File: src/rtl/sa_pkg.sv
// sa_pkg: shared FSM encoding, default width macros and beat-counter width helper (optional DRAIN_STALL_CNT_EN lives in the top)
`ifndef ARRAYWIDTH
`define ARRAYWIDTH 4
`endif
`ifndef ARRAYHEIGHT
`define ARRAYHEIGHT 4
`endif
`ifndef OUTPUT_BUF_DATASIZE
`define OUTPUT_BUF_DATASIZE 16
`endif
package sa_pkg;
  typedef enum logic [1:0] {
    IDLE  = 2'd0,
    LOAD  = 2'd1,
    DRAIN = 2'd2,
    DONE  = 2'd3
  } state_e;
  function automatic int cnt_w(input int h);
    return $clog2(h + 1);
  endfunction
  localparam int CNT_W = cnt_w(`ARRAYHEIGHT);
endpackage

File: src/rtl/drain_beat_counter.sv
// drain_beat_counter: clear/enable beat counter with terminal count at H; ports clk, rst, clr, en -> cnt, tc
module drain_beat_counter #(
  parameter int H = 4,
  parameter int W = 3
) (
  input  logic         clk,
  input  logic         rst,
  input  logic         clr,
  input  logic         en,
  output logic [W-1:0] cnt,
  output logic         tc
);
  logic [W-1:0] cnt_d, cnt_q;
  always_comb begin
    tc    = en && (cnt_q == W'(H - 1));
    cnt_d = (clr || tc) ? '0 : en ? cnt_q + 1'b1 : cnt_q;
  end
  always_ff @(posedge clk) cnt_q <= rst ? '0 : cnt_d;
  assign cnt = cnt_q;
endmodule

File: src/rtl/output_drain_ctrl.sv
// output_drain_ctrl: loads ARRAY_H result rows into the shift-register bank, drains them to the output buffer (ports: start/base_addr/res_valid in, load_en/out_en to shifters, sr_out in, wr_en/wr_addr/wr_data out, busy/done status, stall_cnt when DRAIN_STALL_CNT_EN)
module output_drain_ctrl
  import sa_pkg::*;
#(
  parameter int ARRAY_W = `ARRAYWIDTH,
  parameter int ARRAY_H = `ARRAYHEIGHT,
  parameter int DATA_W  = `OUTPUT_BUF_DATASIZE,
  parameter int ADDR_W  = 8
) (
  input  logic                      clk,
  input  logic                      rst,
  input  logic                      start,
  input  logic [ADDR_W-1:0]         base_addr,
  input  logic                      res_valid,
  output logic                      load_en,
  output logic                      out_en,
  input  logic [ARRAY_W*DATA_W-1:0] sr_out,
  input  logic                      wr_ready,
  output logic                      wr_en,
  output logic [ADDR_W-1:0]         wr_addr,
  output logic [ARRAY_W*DATA_W-1:0] wr_data,
  output logic                      busy,
`ifdef DRAIN_STALL_CNT_EN
  output logic [15:0]               stall_cnt,
`endif
  output logic                      done
);
  localparam int CW = cnt_w(ARRAY_H);
  state_e            state_d, state_q;
  logic [ADDR_W-1:0] base_d, base_q;
  logic [CW-1:0]     cnt;
  logic              tc, clr, en;
  drain_beat_counter #(.H(ARRAY_H), .W(CW)) u_cnt (
    .clk(clk), .rst(rst), .clr(clr), .en(en), .cnt(cnt), .tc(tc)
  );
  always_comb begin
    load_en = (state_q == LOAD) && res_valid;
    wr_en   = (state_q == DRAIN) && wr_ready;
    out_en  = wr_en;
    wr_data = wr_en ? sr_out : '0;
    wr_addr = (state_q == DRAIN) ? base_q + ADDR_W'(cnt) : '0;
    busy    = (state_q == LOAD) || (state_q == DRAIN);
    done    = state_q == DONE;
    clr     = (state_q == IDLE) && start;
    en      = load_en || wr_en;
    base_d  = clr ? base_addr : base_q;
    state_d = clr ? LOAD :
              (tc && state_q == LOAD)  ? DRAIN :
              (tc && state_q == DRAIN) ? DONE :
              (state_q == DONE) ? IDLE : state_q;
  end
  always_ff @(posedge clk) begin
    if (rst) begin
      state_q <= IDLE;
      base_q  <= '0;
    end else begin
      state_q <= state_d;
      base_q  <= base_d;
    end
  end
`ifdef DRAIN_STALL_CNT_EN
  logic [15:0] stall_d, stall_q;
  always_comb stall_d = clr ? '0 :
                        ((state_q == DRAIN) && !wr_ready && stall_q != 16'hFFFF) ? stall_q + 1'b1 : stall_q;
  always_ff @(posedge clk) stall_q <= rst ? '0 : stall_d;
  assign stall_cnt = stall_q;
`endif
endmodule
File: config.mk
export PLATFORM = sky130hd
export DESIGN_NAME = output_drain_ctrl
export DESIGN_NICKNAME = d
export VERILOG_FILES = /design/src/rtl/sa_pkg.sv /design/src/rtl/drain_beat_counter.sv /design/src/rtl/output_drain_ctrl.sv
export SDC_FILE = /design/constraint.sdc
export NUM_CORES = 1
export LEC_CHECK = 0
export BUFFER_PORTS_ARGS = -buffer_cell sky130_fd_sc_hd__buf_2
export CAP_MARGIN = 20
export CELL_PAD_IN_SITES_DETAIL_PLACEMENT = 0
export CELL_PAD_IN_SITES_GLOBAL_PLACEMENT = 1
export CORE_MARGIN = 2
export CORE_UTILIZATION = 20
export CTS_CLUSTER_DIAMETER = 60
export DETAILED_ROUTE_END_ITERATION = 8
export PLACE_DENSITY = 0.8
export SETUP_SLACK_MARGIN = 0.2
export SYNTH_ARGS = -nofsm -noshare
export SYNTH_HDL_FRONTEND = slang
export SYNTH_SLANG_ARGS = --single-unit
File: constraint.sdc
create_clock -name clk -period 2.2 [get_ports clk]
set_clock_uncertainty 0.1 [all_clocks]
set_input_delay 0 -clock clk [delete_from_list [all_inputs] [get_ports clk]]
set_output_delay 0 -clock clk [all_outputs]
set_load 0.02 [all_outputs]
After elaboration in Yosys (flattened, before gate mapping)
Index checks and enable logic that the tools add are counted.

cells by class
  $add $sub $neg = 2
  eq/ne operators = 4
  multiplexer cells = 6
  reductions and logical operators = 14

operators by type and width
  cell                   count
  $mux W64               1
  $add A8 B3 Y8          1
  $mux W8                1
  $logic_and A1 B1 Y1    6
  $mux W2                3
  $eq A2 B2 Y1 const B   2
  $reduce_bool A4 Y1     1
  $reduce_or A2 Y1       2
  $add A3 B1 Y3 const B  1
  $eq A3 B2 Y1 const B   1
  $logic_or A1 B1 Y1     3
  $reduce_bool A3 Y1     1
  $eq A2 B1 Y1 const B   1
  $logic_not A2 Y1       1
  $mux W1                1

word-level totals
  register bits = 13
  input bits = 77
  output and inout bits = 77
  logic and storage cells = 30

Longest topological paths before layout
Gate-level depths: netlist (run 1).

  word-level depth = 8
  depth in mapped cells = 6
  mapped depth without buffers = 5

Cells and area by module
A second synthesis (run 1) with hierarchy kept.

unflattened totals
  cells, all modules = 183
  area, all modules = 1,281.2 µm²

by module, submodules not included
  module              instances  cells an instance  area an instance (µm²)  seq. area each (µm²)
  output_drain_ctrl   1          166                1,117.3                 200.2
  drain_beat_counter  1          17                 163.9                   60.1

Worst setup path before layout (run 1)
Ideal clock, no wire load.

  path type = reg-to-output
  from = reg u_cnt.cnt_q[0] (netlist: u_cnt.cnt[0])
  to = out wr_addr[6]
  arrival time = 1.561 ns
  data required time = 2.100 ns
  setup slack = 0.539 ns
  stages on the path, launching flop included = 6
  path buffers = 0
  path through = dfxtp_1 ha_1 fa_1 a21oi_1 o21ai_0 a21oi_1

between the ends
  word-level cells in the longest chain between the ends = 2

ends and longest elaborated chain
  element                 RTL line                  text
  start, declared         drain_beat_counter.sv:13  logic [W-1:0] cnt_d, cnt_q;
  start signal, assigned  drain_beat_counter.sv:18  always_ff @(posedge clk) cnt_q <= rst ? '0 : cnt_d;
  $add A8 B3 Y8           output_drain_ctrl.sv:41   wr_addr = (state_q == DRAIN) ? base_q + ADDR_W'(cnt) : '0;
  $mux W8                 output_drain_ctrl.sv:41
  end, declared           output_drain_ctrl.sv:20   output logic [ADDR_W-1:0] wr_addr,

No other way between the ends.

Worst setup path after layout (run 1)
Ends and elaborated chain as after synthesis.

==> qor.csv, run 1 <==
stage,metric,value,unit
timing,finalCritPeriodShare,85.8,%
worst_hold_path,hold_path.class,in2reg,
synth,netlist_area,1280,um^2
worst_setup_path,crit_family,adder cells,
detailed_routing,vias,1849,
floorplanning,num_rows,29,
power_and_ir_drop,switchingPower,0.165,mW
worst_setup_path,crit_slowest_cell,dfxtp_1,
synth,ys_ff_latch,13,
global_route,grt_pass1_wl,8480,um
floorplanning,io_pins,154,
finish,diodes,0,
finish,drive_gt1_share,48.5,%
power_and_ir_drop,seq_power_share,41.3,%
worst_setup_path,worst-path-max-fanout,4,
floorplanning,dieWidth,83.9,um
timing,grt_setup_unrepaired,false,
synth,synth_nets,270,
place,gp_congestion,0.817,
timing,finalHoldWorstSlack,0.0374,ns
synth,synth_area_leaders,"and3_1 31%, dfxtp_1 20%, ha_1 8.8%",
synth,synth_sequential_area_ratio,20.4,%
timing,hold_viol_final,0,
worst_setup_path,endpoint_kind,output pin,
timing,tightest_slew,0.465,ns
global_route,grt_pass1_vias,1682,
clocking,cts_buffers,3,
synth,synth_largest_area_cell,and3_1,
floorplanning,initial_core_util,20.4,%
worst_setup_path,critPathArrivalTime,1.79,ns
detailed_routing,ant_nets,0,
finish,final_common_cell,buf_2,
clocking,htree_levels,1,
clocking,cts_root_buf,clkbuf_8,
timing,fmax,530,MHz
power_and_ir_drop,ir_drop,0.000275,V
timing,setup_viol,0,
worst_setup_path,cp_slowest_stage_delay,0.37,ns
power_and_ir_drop,intPower,0.464,mW
timing,slew_headroom,69.0,%
clocking,insertion_delay,0.24,ns
worst_setup_path,critPathRequiredTime,2.10,ns
power_and_ir_drop,power_frac_clock,34.0,%
synth,ys_warn_count,0,
floorplanning,dieArea,7040,um^2
detailed_routing,drcViolationCount,0,
clocking,cts_tree,built,
worst_hold_path,whs_path_depth,4,
global_route,gr-total-overflow,0,
timing,period_needed,1.89,ns
worst_setup_path,worstSetupStartpointType,flop,
detailed_routing,first_iter_violations,50,
run,maxCapViolations,0,
detailed_routing,drt_wl_total,5560,um
clocking,clkSlewWorstSetupHoldPaths,0.06,ns
worst_setup_path,critical_path_buf_inv_count,1,
global_route,antenna_found_initial,0,
synth,synthCells,183,
finish,final_cell_mix,"153 x buf_2, 64 x and3_1, 22 x nand2_1, 17 x a21oi_1, 17 x dlygate4sd3_1",
timing,slew_viol_final,0,
timing,finalSetupTns,0,ns
detailed_routing,first_pass_iters,4,
place,io_buffers,153,
run_status,status,"complete, no violations",
detailed_routing,post_drt_wl_per_cell,13.3,um
floorplanning,core_area,6280,um^2
place,dp_hpwl,4330,um
global_route,grt_max_degree,66,
worst_setup_path,worstPathCellList,ha_1 -> fa_2 -> a21oi_2 -> or3_1 -> a21oi_1 -> buf_2,
power_and_ir_drop,leakagePower,1.53,nW
power_and_ir_drop,switching_share,26.2,%
power_and_ir_drop,pwr_density_cell,272,nW/um^2
clocking,cts_sinks,13,
worst_setup_path,r2r_cells,6,
detailed_routing,vias_per_cell,4.41,
worst_setup_path,path_class,reg2out,
finish,layout.nets,430,
synth,synth_area_per_cell,6.98,um^2
synth,yosysTopAreaCellShare,31.3,%
global_route,grt_use_total,14.6,%
power_and_ir_drop,comb_power_share,24.7,%
clocking,cts_max_path_buffers,2,
floorplanning,fp.dieH,83.9,um
synth,ys_types,28,
worst_setup_path,cp.depth,6,
finish,areaGrowthSynthToFinish,80.9,%
==> area by class of cell <==
class                      count  area (um^2)
timing repair buffer         173          958
tap                           77         96.3
sequential                    13          260
multi-input combinational    146          926
clock buffer                   4         45.0
fill                         700         3970
inverter                       6         25.0
==> what timing repair did <==
action / 4_1_cts / 5_1_grt
setup buffers: 0 / 0
gates cloned: 0 / 0
pin swaps: 0 / 1
setup endpoints to repair: 1 / 9
hold buffers: 17 / 0
endpoints found under the hold margin: 9 / 0
resized for setup: 1 / 3
==> kinds of logic after synthesis <==
group | synth area share [%]
AOI/OAI and AO/OA | 10.8
xor gates and xnor gates | 0.686
adders and majority gates | 10.4
buffers and inverters | 8.13
DFF | 20.4
muxes | 1.57
and+or+nand+nor | 48.1
==> cell usage after synthesis <==
library cell   n
and3_1        64
nand2_1       23
a21oi_1       18
clkbuf_1      15
dfxtp_1       13
ha_1           9
and2_1         5
inv_1          5
or3_1          4
nand2b_1       3
nand3_1        3
o21ai_0        3
mux2i_1        2
nor2b_1        2
a21o_1         1
a22oi_2        1
a31oi_1        1
buf_1          1
buf_4          1
buf_6          1
fa_1           1
inv_4          1
nand3b_1       1
nand4_1        1
nor2_1         1
o22ai_1        1
or4_1          1
xnor2_1        1
==> power groups by stage <==
stage	Clock [mW]	Sequential, mW	Combinational [mW]
after floorplan	0	0.261	0.0540
after global placement	0	0.264	0.127
after detailed placement	0	0.265	0.130
after CTS	0.215	0.260	0.155
after global routing	0.231	0.262	0.174
final	0.214	0.260	0.156
==> state kept, by name, indices dropped and copies added, names as in the netlist <==
name	cells
base_q	8
u_cnt.cnt	3
state_q	2
==> worst reg2reg max path, delay by kind of cell, from the launching register on <==
family          cells  cell delay (ns)
buf+inv             2             0.64
flops               1             0.38
simple gates        2             0.34
fa+ha+maj           1             0.22
compound gates      1             0.05
==> stage by stage <==
| step | power [mW] | worst slack, ns | instances | util [%] | instance area [um^2] |
|---|---|---|---|---|---|
| 2_1_floorplan | 0.315 | 0.539 | 183 | - | 1280 |
| 3_3_place_gp | 0.391 | 0.515 | 398 | 33.2 | 2090 |
| 3_5_place_dp | 0.395 | 0.470 | 398 | 33.2 | 2090 |
| 4_1_cts | 0.630 | 0.275 | 419 | 36.7 | 2300 |
| 5_1_grt | 0.668 | 0.219 | 419 | 36.8 | 2310 |
| 6_report | 0.629 | 0.313 | 419 | 36.8 | 2310 |
==> metal layers <==
metal	share of wire, %	GRT usage (%)	up-vias
met2	48	25.7	73
met5	0	0	-
met1	45	18.7	815
met4	0.65	3.52	0
met3	6.4	2.27	4
li1	-	-	957
==> final timing paths <==
kind                              startpoint      endpoint  slack [ns]
worst min-delay path               res_valid  u_cnt.cnt[2]        0.04
worst min register to register  u_cnt.cnt[2]  u_cnt.cnt[2]        0.38
worst max register to register    state_q[0]     base_q[1]        0.35
worst max-delay path            u_cnt.cnt[0]    wr_addr[6]        0.31
(Power assumes the default switching activity.)
==> run 2: changes to the inputs <==
--- a/config.mk
+++ b/config.mk
@@ -9,10 +9,12 @@
 export CAP_MARGIN = 20
 export CELL_PAD_IN_SITES_DETAIL_PLACEMENT = 0
 export CELL_PAD_IN_SITES_GLOBAL_PLACEMENT = 1
+export CORE_ASPECT_RATIO = 0.5
 export CORE_MARGIN = 2
 export CORE_UTILIZATION = 20
 export CTS_CLUSTER_DIAMETER = 60
 export DETAILED_ROUTE_END_ITERATION = 8
+export GPL_TIMING_DRIVEN = 0
 export PLACE_DENSITY = 0.8
 export SETUP_SLACK_MARGIN = 0.2
 export SYNTH_ARGS = -nofsm -noshare
==> run 2 against run 1 <==
Net effect:
- fmax grew 1.4%
- critical path depth stayed put
- sequential power about the same
- die area is 0.56% higher
- hold slack better by 0.011 ns
- flip-flop and latch count is the same
- non-clock buffer count increased by 5
- sequential share of layout area about the same
- largest power group is now the clock network
==> qor.csv, run 2 (synthesis results as in run 1) <==
stage,metric,value,unit
floorplanning,fp.dieH,60.5,um
timing,tightest_slew,0.466,ns
finish,areaGrowthSynthToFinish,81.4,%
worst_setup_path,worst-path-max-fanout,4,
finish,layout.nets,435,
power_and_ir_drop,seq_power_share,34.5,%
place,gp_congestion,0.832,
power_and_ir_drop,leakagePower,1.50,nW
floorplanning,io_pins,154,
clocking,clkSlewWorstSetupHoldPaths,0.04,ns
finish,final_cell_mix,"152 x buf_2, 64 x and3_1, 23 x nand2_1, 17 x a21oi_1, 16 x clkbuf_1",
worst_hold_path,min-delay-start,res_valid,
power_and_ir_drop,pwr_density_cell,326,nW/um^2
detailed_routing,drcViolationCount,0,
global_route,grt_use_total,14.6,%
finish,diodes,0,
global_route,grt_pass1_vias,1735,
detailed_routing,vias,1973,
clocking,cts_tree,built,
floorplanning,num_rows,20,
run,maxCapViolations,0,
worst_setup_path,critPathArrivalTime,1.76,ns
worst_hold_path,hold_path.class,in2reg,
place,place_ws,0.478,ns
power_and_ir_drop,ir_drop,0.000217,V
global_route,antenna_found_initial,0,
power_and_ir_drop,p_total,0.757,mW
detailed_routing,drt_wl_total,5800,um
timing,fin_ws,0.338,ns
worst_hold_path,whs_path_depth,4,
detailed_routing,ant_nets,0,
worst_setup_path,worstReg2RegEnd,state_q[0],
place,dpl_cell_area,2150,um^2
detailed_routing,first_iter_violations,111,
power_and_ir_drop,switchingPower,0.185,mW
power_and_ir_drop,power_frac_clock,45.8,%
worst_setup_path,worstSetupStartpointType,flop,
timing,setup_viol,0,
global_route,grt_pass1_wl,8050,um
timing,grt_setup_unrepaired,false,
clocking,cts_max_path_buffers,2,
detailed_routing,post_drt_wl_per_cell,13.3,um
worst_setup_path,rr_startpoint,u_cnt.cnt[1],
finish,regMostFlops,base_q,
place,dp_hpwl,4590,um
floorplanning,dieArea,7080,um^2
clocking,cts_root_buf,clkbuf_16,
floorplanning,core_area,6130,um^2
global_route,grt_max_degree,11,
finish,fin_util,37.8,%
floorplanning,initial_core_util,20.8,%
timing,slew_viol_final,0,
timing,period_needed,1.86,ns
detailed_routing,vias_per_cell,4.54,
worst_setup_path,endpoint_kind,output pin,
power_and_ir_drop,comb_power_share,19.6,%
worst_setup_path,r2r_cells,5,
worst_setup_path,critPathRequiredTime,2.10,ns
timing,finalSetupTns,0,ns
timing,slew_headroom,68.9,%
floorplanning,dieWidth,117,um
worst_setup_path,path_class,reg2out,
finish,final_common_cell,buf_2,
power_and_ir_drop,intPower,0.572,mW
timing,finalCritPeriodShare,84.6,%
finish,drive_gt1_share,47.0,%
power_and_ir_drop,switching_share,24.4,%
finish,largest_reg_flops,8,
global_route,gr-total-overflow,0,
clocking,insertion_delay,0.24,ns
worst_hold_path,min_to,u_cnt.cnt[2],
clocking,cts_sinks,13,
clocking,htree_levels,1,
finish,fin_area,2320,um^2
run_status,status,"complete, no violations",
detailed_routing,first_pass_iters,4,
timing,hold_viol_final,0,
worst_setup_path,reg2reg_setup_slack,0.47,ns
clocking,cts_buffers,3,
timing,fmax,537,MHz
place,io_buffers,152,
[run 2: changes by cell type in the layout (fill, tap and decap cells not counted), sizes merged]
cell	previous run	this run
dlygate4sd3	17	8
buf	156	155
clkbuf	4	19
[run 2: worst max-delay path: stages (launching register included)]
cell and delay, ns:
dfxtp_2 0.35, ha_2 0.20, fa_2 0.22, a21oi_2 0.08
or3_1 0.35, a21oi_1 0.14, buf_2 0.18
[run 2: power by group through the flow]
stage	sequential (mW)	clock, mW	combinational, mW
2_1_floorplan	0.261	0	0.0540
3_3_place_gp	0.263	0	0.131
3_5_place_dp	0.265	0	0.136
4_1_cts	0.260	0.354	0.147
5_1_grt	0.263	0.369	0.165
6_report	0.261	0.347	0.149
[run 2: cell type report]
| cell class | instances | area, um^2 |
|---|---|---|
| multi-input combinational | 146 | 922 |
| clock buffer | 4 | 78.8 |
| tap | 88 | 110 |
| timing repair buffer | 160 | 841 |
| fill | 643 | 3810 |
| inverter | 6 | 25.0 |
| buffer | 18 | 78.8 |
| sequential | 13 | 262 |
[run 2: per-layer routing]
layer | track usage (%) | up-vias | part of all wire [%]
li1 | - | 972 | -
met4 | 5.55 | 0 | 1.9
met5 | 0 | - | 0
met3 | 1.40 | 9 | 5.9
met2 | 28.7 | 81 | 51
met1 | 16.9 | 911 | 41
[run 2: how the worst max path moves through the flow]
stage                             from         end  cells past startpoint
after floorplan           u_cnt.cnt[0]  wr_addr[6]                      5
after global placement    u_cnt.cnt[0]  wr_addr[6]                      6
after detailed placement  u_cnt.cnt[0]  wr_addr[6]                      6
after CTS                 u_cnt.cnt[0]  wr_addr[6]                      6
after global routing        state_q[0]       wr_en                      7
final                     u_cnt.cnt[0]  wr_addr[6]                      6
[run 2: stage by stage]
| step | hold WS (ns) | instances |
|---|---|---|
| floorplan | 0.0360 | 183 |
| global placement | 0.144 | 423 |
| detailed placement | 0.150 | 423 |
| CTS | 0.0463 | 435 |
| global route | 0.0777 | 435 |
| finish | 0.0479 | 435 |
[run 2: repair_timing]
action                                  in CTS  in global routing
hold endpoints to repair                     8                  0
gates resized for setup                      0                  4
hold buffers                                 8                  0
setup buffers                                0                  0
endpoints found under the setup margin       0                  2
==> run 3: changes to the inputs <==
==> constraint.sdc (replaced) <==
create_clock -name clk -period 1.87 [get_ports clk]
set_clock_uncertainty 0.1 [all_clocks]
set_input_delay 0 -clock clk [delete_from_list [all_inputs] [get_ports clk]]
set_output_delay 0 -clock clk [all_outputs]
set_load 0.02 [all_outputs]
==> run 3 against run 2 <==
Net effect:
- non-clock buffer count increased by 8
- register-to-register slack got worse by 0.25 ns
- critical path depth unchanged
- combinational power increased by 31%
- first-iteration DRC count increased by 26%
- critical endpoint unchanged
- largest cell class unchanged
- largest power group unchanged
==> qor.csv, run 3 (synthesis results as in run 1) <==
stage,metric,value,unit
worst_setup_path,critPathRequiredTime,1.77,ns
finish,largest_reg_flops,8,
finish,fill_cells,616,
power_and_ir_drop,ir_drop,0.000259,V
global_route,grt_pass1_wl,8260,um
clocking,cts_max_path_buffers,2,
worst_setup_path,worstSetupStartpointType,flop,
timing,slew_viol_final,0,
place,dp_hpwl,4590,um
worst_setup_path,critPathArrivalTime,1.73,ns
timing,slew_headroom,67.1,%
timing,grt_setup_unrepaired,true,
detailed_routing,vias,2015,
place,io_buffers,152,
timing,finalCritPeriodShare,97.6,%
finish,areaGrowthSynthToFinish,101,%
timing,fin_ws,0.0447,ns
place,place_ws,0.148,ns
place,numPlacedInstances,423,
worst_setup_path,crit_slowest_cell,fa_2,
worst_hold_path,hold_path.class,in2reg,
global_route,grt_max_degree,11,
place,gp_congestion,0.832,
floorplanning,dieWidth,117,um
detailed_routing,vias_per_cell,4.55,
worst_setup_path,worst-path-max-fanout,4,
timing,hold_viol_final,0,
finish,final_cell_mix,"146 x buf_2, 64 x and3_1, 23 x nand2_1, 13 x a21oi_1, 13 x buf_4",
finish,final_cell_count_no_fill,443,
global_route,antenna_found_initial,0,
worst_setup_path,worstPathCellList,ha_4 -> fa_2 -> a21oi_4 -> o21ai_1 -> a21oi_1 -> buf_4,
global_route,grt_pass1_vias,1806,
detailed_routing,first_iter_violations,140,
finish,final_common_cell,buf_2,
timing,setup_viol,0,
timing,period_needed,1.83,ns
place,dpl_cell_area,2150,um^2
clocking,cts_tree,built,
clocking,insertion_delay,0.24,ns
clocking,cts_root_buf,clkbuf_16,
run,maxCapViolations,0,
floorplanning,initial_core_util,20.8,%
worst_setup_path,reg2reg_setup_slack,0.22,ns
floorplanning,core_area,6130,um^2
detailed_routing,post_drt_wl_per_cell,13.8,um
detailed_routing,drcViolationCount,0,
power_and_ir_drop,leakagePower,1.58,nW
floorplanning,io_pins,154,
finish,fin_area,2570,um^2
detailed_routing,drt_wl_total,6130,um
worst_setup_path,endpoint_kind,output pin,
floorplanning,dieArea,7080,um^2
worst_setup_path,path_class,reg2out,
worst_setup_path,cp_slowest_stage_delay,0.42,ns
timing,tightest_slew,0.494,ns
global_route,grt_use_total,15.0,%
finish,drive_gt1_share,56.1,%
finish,layout.nets,443,
run_status,status,"complete, no violations",
clocking,htree_levels,1,
clocking,clkSlewWorstSetupHoldPaths,0.05,ns
worst_setup_path,crit_family,adder cells,
finish,diodes,0,
clocking,cts_buffers,3,
worst_setup_path,critical_path_buf_inv_count,1,
clocking,cts_sinks,13,
floorplanning,num_rows,20,
timing,fmax,548,MHz
detailed_routing,first_pass_iters,4,
power_and_ir_drop,pwr_density_cell,356,nW/um^2
global_route,gr-total-overflow,0,
floorplanning,fp.dieH,60.5,um
detailed_routing,ant_nets,0,
finish,regMostFlops,base_q,
run 3: cell count changes in the layout (fill, tap and decap cells not counted), sizes merged:
cell	change
clkbuf	-1
buf	+9
run 3: tightest hold or removal path: stages:
cell,delay [ns]
buf_2,0.09
a22oi_2,0.11
nand2_1,0.10
a21oi_1,0.05
run 3: final timing paths:
path                                   start      endpoint  cells after the start
worst max-delay path            u_cnt.cnt[0]    wr_addr[6]                      6
worst min-delay path               res_valid  u_cnt.cnt[0]                      4
worst max register to register  u_cnt.cnt[0]    state_q[0]                      6
worst min register to register     base_q[7]     base_q[7]                      2
run 3: per-stage QoR:
step	TNS [ns]	hold slack (ns)	utilization (%)	power, mW
floorplan	0	0.0360	-	0.371
global placement	0	0.144	35.0	0.464
detailed placement	0	0.150	35.0	0.471
CTS	0	0.0384	40.5	0.911
global route	-0.00748	0.0695	42.0	0.958
finish	0	0.0511	42.0	0.915
run 3: cell type report:
| cell class | count | area, um^2 | share of cell area, % |
|---|---|---|---|
| multi-input combinational | 146 | 1060 | 41.2 |
| timing repair buffer | 168 | 923 | 35.9 |
| sequential | 13 | 272 | 10.6 |
| tap | 88 | 110 | 4.28 |
| buffer | 18 | 103 | 3.99 |
| clock buffer | 4 | 78.8 | 3.06 |
| inverter | 6 | 25.0 | 0.973 |
run 3: repair_timing:
item | in CTS | in global routing
gates cloned | 0 | 1
gates resized for setup | 40 | 21
hold buffers | 8 | 0
buffers inserted | 5 | 2
endpoints found under the setup margin | 75 | 17
pin swaps | 10 | 8
hold endpoints to repair | 8 | 0
run 3: power breakdown:
| group | switching [mW] | internal, mW | total, mW |
|---|---|---|---|
| Clock | 0.123 | 0.288 | 0.411 |
| Combinational | 0.0914 | 0.104 | 0.195 |
| Sequential | 0.0170 | 0.292 | 0.309 |
| Total | 0.231 | 0.684 | 0.915 |
run 3: metal layers:
layer | share of wire (%) | routed length, um | global-route usage, % | up-vias
li1 | - | - | - | 991
met1 | 41 | 2540 | 16.8 | 935
met2 | 51 | 3140 | 30.1 | 76
met3 | 5.0 | 309 | 1.40 | 13
met4 | 2.2 | 133 | 6.05 | 0
met5 | 0 | 0 | 0 | -
